===== src/rtl/mips_multicycle_ctrl_pkg.sv =====
// Shared types for the multicycle MIPS main controller.
// Holds the FSM state encoding, the opcode and funct values the controller
// recognises, and the datapath select encodings the controller drives.
// No ports; imported by mips_alu_decoder and mips_multicycle_ctrl.
package mips_multicycle_ctrl_pkg;

  // The encoding is visible on the debug state port, so keep it stable.
  typedef enum logic [3:0] {
    StFetch  = 4'd0,
    StDecode = 4'd1,
    StExec   = 4'd2,
    StRwb    = 4'd3,
    StMemAdr = 4'd4,
    StMemRd  = 4'd5,
    StLwb    = 4'd6,
    StMemWr  = 4'd7,
    StBeq    = 4'd8,
    StAddiEx = 4'd9,
    StAddiWb = 4'd10,
    StJump   = 4'd11,
    StJal    = 4'd12
  } ctrl_state_t;

  typedef enum logic [5:0] {
    OpRtype = 6'b000000,
    OpJ     = 6'b000010,
    OpJal   = 6'b000011,
    OpBeq   = 6'b000100,
    OpAddi  = 6'b001000,
    OpLw    = 6'b100011,
    OpSw    = 6'b101011
  } opcode_t;

  typedef enum logic [5:0] {
    FnAdd = 6'b100000,
    FnSub = 6'b100010,
    FnAnd = 6'b100100,
    FnOr  = 6'b100101,
    FnSlt = 6'b101010
  } funct_t;

  typedef enum logic [2:0] {
    AluAnd = 3'b000,
    AluOr  = 3'b001,
    AluAdd = 3'b010,
    AluSub = 3'b110,
    AluSlt = 3'b111
  } alu_ctrl_t;

  typedef enum logic [1:0] {
    PcAluResult = 2'b00,
    PcAluOut    = 2'b01,
    PcJump      = 2'b10
  } pc_src_t;

  typedef enum logic [1:0] {
    SrcBReg    = 2'b00,
    SrcBFour   = 2'b01,
    SrcBImm    = 2'b10,
    SrcBImmSh2 = 2'b11
  } alu_src_b_t;

  typedef enum logic [1:0] {
    DstRt = 2'b00,
    DstRd = 2'b01,
    DstRa = 2'b10
  } reg_dst_t;

  typedef enum logic [1:0] {
    WdAluOut = 2'b00,
    WdMdr    = 2'b01,
    WdPc     = 2'b10
  } wd_src_t;

  // States that hold a memory request open and wait for mem_ready.
  function automatic logic is_wait_state(ctrl_state_t s);
    return (s == StFetch) || (s == StMemRd) || (s == StMemWr);
  endfunction

endpackage


===== src/rtl/mips_alu_decoder.sv =====
// R-type funct decoder for the multicycle controller.
// Ports:
//   funct         in  IR[5:0]
//   alu_ctrl      out ALU operation for the EXEC step
//   illegal_funct out funct is not one of add/sub/and/or/slt
module mips_alu_decoder
  import mips_multicycle_ctrl_pkg::*;
(
  input  logic [5:0] funct,
  output alu_ctrl_t  alu_ctrl,
  output logic       illegal_funct
);

  always_comb begin
    alu_ctrl      = AluAdd;
    illegal_funct = 1'b0;
    case (funct)
      FnAdd:   alu_ctrl = AluAdd;
      FnSub:   alu_ctrl = AluSub;
      FnAnd:   alu_ctrl = AluAnd;
      FnOr:    alu_ctrl = AluOr;
      FnSlt:   alu_ctrl = AluSlt;
      default: illegal_funct = 1'b1;
    endcase
  end

endmodule


===== src/rtl/mips_multicycle_ctrl.sv =====
// Main control FSM of the multicycle MIPS core. Sequences the shared memory
// port, IR, register file, ALU and PC through fetch/decode/execute/memory/
// writeback steps and drives every datapath enable and mux select.
// Ports:
//   clock, reset       clock; synchronous active-high reset
//   opcode, funct      IR[31:26], IR[5:0]
//   zero               ALU zero flag (BEQ decision)
//   mem_ready          memory finished the current request this cycle
//   mem_req, mem_we    memory request / write qualifier, held until mem_ready
//   iord               memory address select (0 PC, 1 ALUOut)
//   ir_we, pc_we       IR latch and PC write enables
//   pc_src, alu_src_a, alu_src_b, alu_ctrl, reg_dst, wd_src   datapath selects
//   rf_we              register-file write
//   instr_done         one-cycle pulse on retirement
//   illegal            one-cycle pulse on unsupported opcode/funct
//   mem_err            sticky memory-timeout flag
//   state              current FSM state (debug)
module mips_multicycle_ctrl
  import mips_multicycle_ctrl_pkg::*;
#(
  parameter int unsigned FETCH_TIMEOUT = 8
) (
  input  logic       clock,
  input  logic       reset,
  input  logic [5:0] opcode,
  input  logic [5:0] funct,
  input  logic       zero,
  input  logic       mem_ready,
  output logic       mem_req,
  output logic       mem_we,
  output logic       iord,
  output logic       ir_we,
  output logic       pc_we,
  output logic [1:0] pc_src,
  output logic       alu_src_a,
  output logic [1:0] alu_src_b,
  output logic [2:0] alu_ctrl,
  output logic       rf_we,
  output logic [1:0] reg_dst,
  output logic [1:0] wd_src,
  output logic       instr_done,
  output logic       illegal,
  output logic       mem_err,
  output logic [3:0] state
);

  // Wide enough to hold FETCH_TIMEOUT itself (counter saturates there).
  localparam int unsigned CntW = $clog2(FETCH_TIMEOUT + 2);
  localparam logic [CntW-1:0] CntMax = CntW'(FETCH_TIMEOUT);

  ctrl_state_t     state_q, state_d;
  logic [CntW-1:0] count_q, count_d;
  logic            mem_err_q, mem_err_d;
  logic            waiting;

  alu_ctrl_t dec_alu_ctrl;
  logic      dec_illegal;

  mips_alu_decoder u_alu_decoder (
    .funct         (funct),
    .alu_ctrl      (dec_alu_ctrl),
    .illegal_funct (dec_illegal)
  );

  // Timeout counter: only counts stalled cycles of a request state; any
  // completed handshake or any other state clears it.
  assign waiting = is_wait_state(state_q) && !mem_ready;

  always_comb begin
    count_d = '0;
    if (waiting) begin
      count_d = (count_q != CntMax) ? count_q + CntW'(1) : count_q;
    end
    mem_err_d = mem_err_q;
    if ((FETCH_TIMEOUT != 0) && waiting && (count_d == CntMax)) begin
      mem_err_d = 1'b1;
    end
  end

  // Next state and outputs. Everything is decoded from state_q except the
  // mem_ready-qualified IR/PC writes in fetch and the zero-qualified BEQ
  // PC write. While reset is high every output is held at zero.
  always_comb begin
    state_d    = state_q;
    mem_req    = 1'b0;
    mem_we     = 1'b0;
    iord       = 1'b0;
    ir_we      = 1'b0;
    pc_we      = 1'b0;
    pc_src     = PcAluResult;
    alu_src_a  = 1'b0;
    alu_src_b  = SrcBReg;
    alu_ctrl   = AluAnd;
    rf_we      = 1'b0;
    reg_dst    = DstRt;
    wd_src     = WdAluOut;
    instr_done = 1'b0;
    illegal    = 1'b0;

    if (!reset) begin
      case (state_q)
        StFetch: begin
          mem_req   = 1'b1;
          alu_src_b = SrcBFour;
          alu_ctrl  = AluAdd;
          if (mem_ready) begin
            ir_we   = 1'b1;
            pc_we   = 1'b1;
            state_d = StDecode;
          end
        end
        StDecode: begin
          // Branch target is computed speculatively into ALUOut here.
          alu_src_b = SrcBImmSh2;
          alu_ctrl  = AluAdd;
          case (opcode)
            OpRtype:    state_d = StExec;
            OpLw, OpSw: state_d = StMemAdr;
            OpBeq:      state_d = StBeq;
            OpAddi:     state_d = StAddiEx;
            OpJ:        state_d = StJump;
            OpJal:      state_d = StJal;
            default: begin
              illegal = 1'b1;
              state_d = StFetch;
            end
          endcase
        end
        StExec: begin
          alu_src_a = 1'b1;
          alu_src_b = SrcBReg;
          alu_ctrl  = dec_alu_ctrl;
          if (dec_illegal) begin
            illegal = 1'b1;
            state_d = StFetch;
          end else begin
            state_d = StRwb;
          end
        end
        StRwb: begin
          rf_we      = 1'b1;
          reg_dst    = DstRd;
          wd_src     = WdAluOut;
          instr_done = 1'b1;
          state_d    = StFetch;
        end
        StMemAdr: begin
          alu_src_a = 1'b1;
          alu_src_b = SrcBImm;
          alu_ctrl  = AluAdd;
          state_d   = (opcode == OpSw) ? StMemWr : StMemRd;
        end
        StMemRd: begin
          mem_req = 1'b1;
          iord    = 1'b1;
          if (mem_ready) state_d = StLwb;
        end
        StLwb: begin
          rf_we      = 1'b1;
          reg_dst    = DstRt;
          wd_src     = WdMdr;
          instr_done = 1'b1;
          state_d    = StFetch;
        end
        StMemWr: begin
          mem_req = 1'b1;
          mem_we  = 1'b1;
          iord    = 1'b1;
          if (mem_ready) begin
            instr_done = 1'b1;
            state_d    = StFetch;
          end
        end
        StBeq: begin
          alu_src_a  = 1'b1;
          alu_src_b  = SrcBReg;
          alu_ctrl   = AluSub;
          pc_src     = PcAluOut;
          pc_we      = zero;
          instr_done = 1'b1;
          state_d    = StFetch;
        end
        StAddiEx: begin
          alu_src_a = 1'b1;
          alu_src_b = SrcBImm;
          alu_ctrl  = AluAdd;
          state_d   = StAddiWb;
        end
        StAddiWb: begin
          rf_we      = 1'b1;
          reg_dst    = DstRt;
          wd_src     = WdAluOut;
          instr_done = 1'b1;
          state_d    = StFetch;
        end
        StJump: begin
          pc_src     = PcJump;
          pc_we      = 1'b1;
          instr_done = 1'b1;
          state_d    = StFetch;
        end
        StJal: begin
          // PC already holds the return address (+4 applied in fetch).
          rf_we      = 1'b1;
          reg_dst    = DstRa;
          wd_src     = WdPc;
          pc_src     = PcJump;
          pc_we      = 1'b1;
          instr_done = 1'b1;
          state_d    = StFetch;
        end
        default: state_d = StFetch;
      endcase
    end
  end

  always_ff @(posedge clock) begin
    if (reset) begin
      state_q   <= StFetch;
      count_q   <= '0;
      mem_err_q <= 1'b0;
    end else begin
      state_q   <= state_d;
      count_q   <= count_d;
      mem_err_q <= mem_err_d;
    end
  end

  assign mem_err = mem_err_q && !reset;
  assign state   = reset ? StFetch : state_q;

endmodule


===== config.mk =====
export PLATFORM = sky130hd
export DESIGN_NAME = mips_multicycle_ctrl
export DESIGN_NICKNAME = d
export VERILOG_FILES = /design/src/rtl/mips_multicycle_ctrl_pkg.sv /design/src/rtl/mips_alu_decoder.sv /design/src/rtl/mips_multicycle_ctrl.sv
export SDC_FILE = /design/constraint.sdc
export NUM_CORES = 1
export LEC_CHECK = 0
export CAP_MARGIN = 5
export CELL_PAD_IN_SITES_DETAIL_PLACEMENT = 0
export CELL_PAD_IN_SITES_GLOBAL_PLACEMENT = 1
export CORE_ASPECT_RATIO = 1.75
export CORE_MARGIN = 2
export CORE_UTILIZATION = 38
export DETAILED_ROUTE_END_ITERATION = 12
export DONT_BUFFER_PORTS = 1
export GPL_TIMING_DRIVEN = 0
export PLACE_DENSITY_LB_ADDON = 0.1
export SYNTH_ARGS = -nofsm -noshare
export SYNTH_HDL_FRONTEND = slang
export SYNTH_SLANG_ARGS = --single-unit

===== constraint.sdc =====
create_clock -name clock -period 1.23 [get_ports clock]
set_input_delay 0.1845 -clock clock [delete_from_list [all_inputs] [get_ports clock]]
set_output_delay 0.1845 -clock clock [all_outputs]
set_load 0.01 [all_outputs]

==> results.json <==
{
  "grt_overflow": 0,
  "dieArea_um2": 3030,
  "htreeDepth": 1,
  "ioPinCount": 41,
  "antenna_found_initial": 0,
  "syn_area_per_cell_um2": 6.83,
  "yosys.area.top_type": "dfxtp_1",
  "max-slew-margin-rel_pct": 51.5,
  "clock-root-buffer": "clkbuf_8",
  "area_delta_synth_final_pct": 57.4,
  "wl_per_cell_um": 16.6,
  "synth_simple_gate_area_share_pct": 40.8,
  "drc": 0,
  "wl_met1_um": 1150,
  "finalInstanceArea_um2": 1550,
  "syn_area_um2": 983,
  "critPathMaxFanout": 10,
  "netlist_top_cells_area": "dfxtp_1, nor2_1, nor3_1",
  "synth_top_family_by_area": "simple AND/OR/NAND/NOR gates",
  "synth.distinct_cells": 43,
  "worstSkewPairLatency_ps": 230,
  "first_global_vias": 1169,
  "drtIter0Drc": 41,
  "cts_sinks": 9,
  "critPathMaxStageDelay_ps": 340,
  "start_kind": "flop",
  "top_layer": "met4",
  "cap_violations": 0,
  "cts_tree": "built",
  "syn_nets": 162,
  "period_needed_ps": 1600,
  "synth.area.mux_share_pct": 2.16,
  "die_w_um": 42.5,
  "setup-tns-final_ps": -5330,
  "cts_buffers": 3,
  "final_nets": 186,
  "clk_pin_slew_ps": 50,
  "nFillCells": 211,
  "synthAdderAreaFrac_pct": 2.54,
  "seq_area_frac_synth_pct": 18.3,
  "finalClockSkew_ps": 1.69,
  "grt_pass1_wl_um": 5130,
  "setup_ws_ps": -372,
  "ys_seq_elements": 9,
  "yosysWarnings": 0,
  "hpwl_um": 2320,
  "met3_length_um": 112,
  "place_congestion": 0.841,
  "critical_path_arrival_ps": 1420,
  "clockBufferDepth": 2,
  "route.met2.wl_um": 1930,
  "die_h_um": 71.3,
  "antenna_cells": 0,
  "r2r_setup_slack_ps": -190,
  "rsz0062_at_grt": "true",
  "postCtsHoldBufs": 0,
  "worstMarginPinSlew_ps": 727,
  "hp-class": "primary input to flop",
  "synthXorXnorAreaFrac_pct": 3.56,
  "finalSetupViolations": 25,
  "crit_required_ps": 1050,
  "synth_compound_area_share_pct": 24.0,
  "coreArea_um2": 2460,
  "start_util_pct": 39.9,
  "synthArstFlopShare_pct": 0,
  "grt_use_total_pct": 21.6,
  "vias": 1113,
  "grt_start_max_net_pins": 11,
  "criticalPathCategory": "flop to output pin",
  "status": "finished with violations",
  "portBuffers": 0,
  "slew_viol_final": 0,
  "synthFlopType": "dfxtp_1",
  "critPathSlowestCell": "dfxtp_2",
  "ant_nets": 0,
  "final_hold_viol_count": 0,
  "yosysTopAreaCellShare_pct": 18.3,
  "wirelength_um": 3210,
  "firstDrtPassIters": 4,
  "violations": "negative setup slack",
  "placed_cell_area_um2": 1120,
  "powerDensity_nw_per_um2": 616,
  "synth-edff-count": 0,
  "path_cells": "buf_6, buf_2, a21oi_1, o21ai_0, a21oi_2",
  "fmax_mhz": 624,
  "layout-drive-gt1-share_pct": 52.7,
  "ir_worst_vdd_mv": 0.380,
  "finalCritPeriodShare_pct": 130,
  "p_leak_nw": 0.596,
  "via_per_inst": 5.77,
  "cp-end-kind": "output pin",
  "rows": 24,
  "syn_inst": 144
}
==> metrics by stage <==
| step | instances | util [%] | hold slack (ps) | power, W | setup WS [ps] |
|---|---|---|---|---|---|
| 5_1_grt | 193 | 62.9 | 127 | 0.000997 | -439 |
| 3_5_place_dp | 170 | 45.5 | 370 | 0.000511 | -221 |
| 3_3_place_gp | 170 | 45.5 | 363 | 0.000508 | -232 |
| 2_1_floorplan | 144 | - | 355 | 0.000478 | -41.3 |
| 4_1_cts | 187 | 58.4 | 129 | 0.000915 | -358 |
| 6_report | 193 | 62.9 | 119 | 0.000953 | -372 |
==> sequential cells by signal, summed over array words and instances (netlist names) <==
| name | count |
|---|---|
| state_q | 4 |
| mem_err_q | 1 |
| count_q | 4 |
==> logic make-up (layout without fill, tap and decap cells) <==
kind of cell | count (synthesis) | count (layout)
and+or+nand+nor | 78 | 78
AOI/OAI and AO/OA | 32 | 32
buffers and inverters | 17 | 40
DFF | 9 | 9
xor gates and xnor gates | 4 | 4
adders and majority gates | 2 | 2
muxes | 2 | 2
==> cells in the mapped netlist, drive strengths merged (3+ instances only) <==
| master | number |
|---|---|
| and2 | 3 |
| o211ai | 3 |
| nand2 | 7 |
| nand3 | 5 |
| buf | 9 |
| nor2b | 8 |
| and3 | 3 |
| xor2 | 3 |
| nor2 | 24 |
| o21ai | 6 |
| nor4 | 3 |
| dfxtp | 9 |
| nor3 | 13 |
| nand2b | 5 |
| inv | 6 |
| a21oi | 7 |
==> layout by cell type, fill, tap and decap left out, types with 4 or more instances in the layout <==
cell type,instances
nor2_1,17
nor2b_1,5
nor3_1,5
nor2_2,5
nor3_4,5
nand2_1,7
buf_2,4
inv_1,4
buf_6,12
clkbuf_8,4
dfxtp_2,6
buf_4,11
==> repair_timing <==
action / 4_1_cts / 5_1_grt
resized for setup: 42 / 19
gates cloned: 1 / 1
setup endpoints to repair: 25 / 26
pin swaps: 16 / 6
buffers inserted: 12 / 5
==> critical path: cells and delay by family, from the launching register on <==
| kind | cells | cell delay, ps |
|---|---|---|
| AO/OA/AOI/OAI | 3 | 490 |
| buffers and inverters | 2 | 350 |
| flip-flops | 1 | 340 |
==> layout make-up <==
cell class	count	area (um^2)	share of cell area (%)
inverter	6	22.5	1.46
timing repair buffer	19	160	10.3
tap	26	32.5	2.10
sequential	9	188	12.1
multi-input combinational	118	990	63.9
clock buffer	4	45.0	2.91
buffer	11	110	7.11
==> routing by layer <==
metal,vias to the layer above,GRT usage (%)
met5,-,0
met4,0,8.68
met3,2,3.78
met2,27,42.2
met1,528,21.4
li1,556,-
==> final timing paths <==
check,start,end,depth (start not counted)
worst max-delay path,state_q[2],alu_ctrl[1],5
worst min register to register,count_q[3],count_q[3],2
worst max register to register,state_q[1],state_q[2],6
worst min-delay path,reset,state_q[3],2
==> power by group <==
part	leakage [nW]	internal (W)	switching (W)
clock network	0.0228	0.000226	0.000117
logic	0.497	0.000143	0.000159
registers	0.0757	0.000302	0.00000603
total	0.596	0.000671	0.000282
No activity file was read; power rests on OpenSTA's default activity.
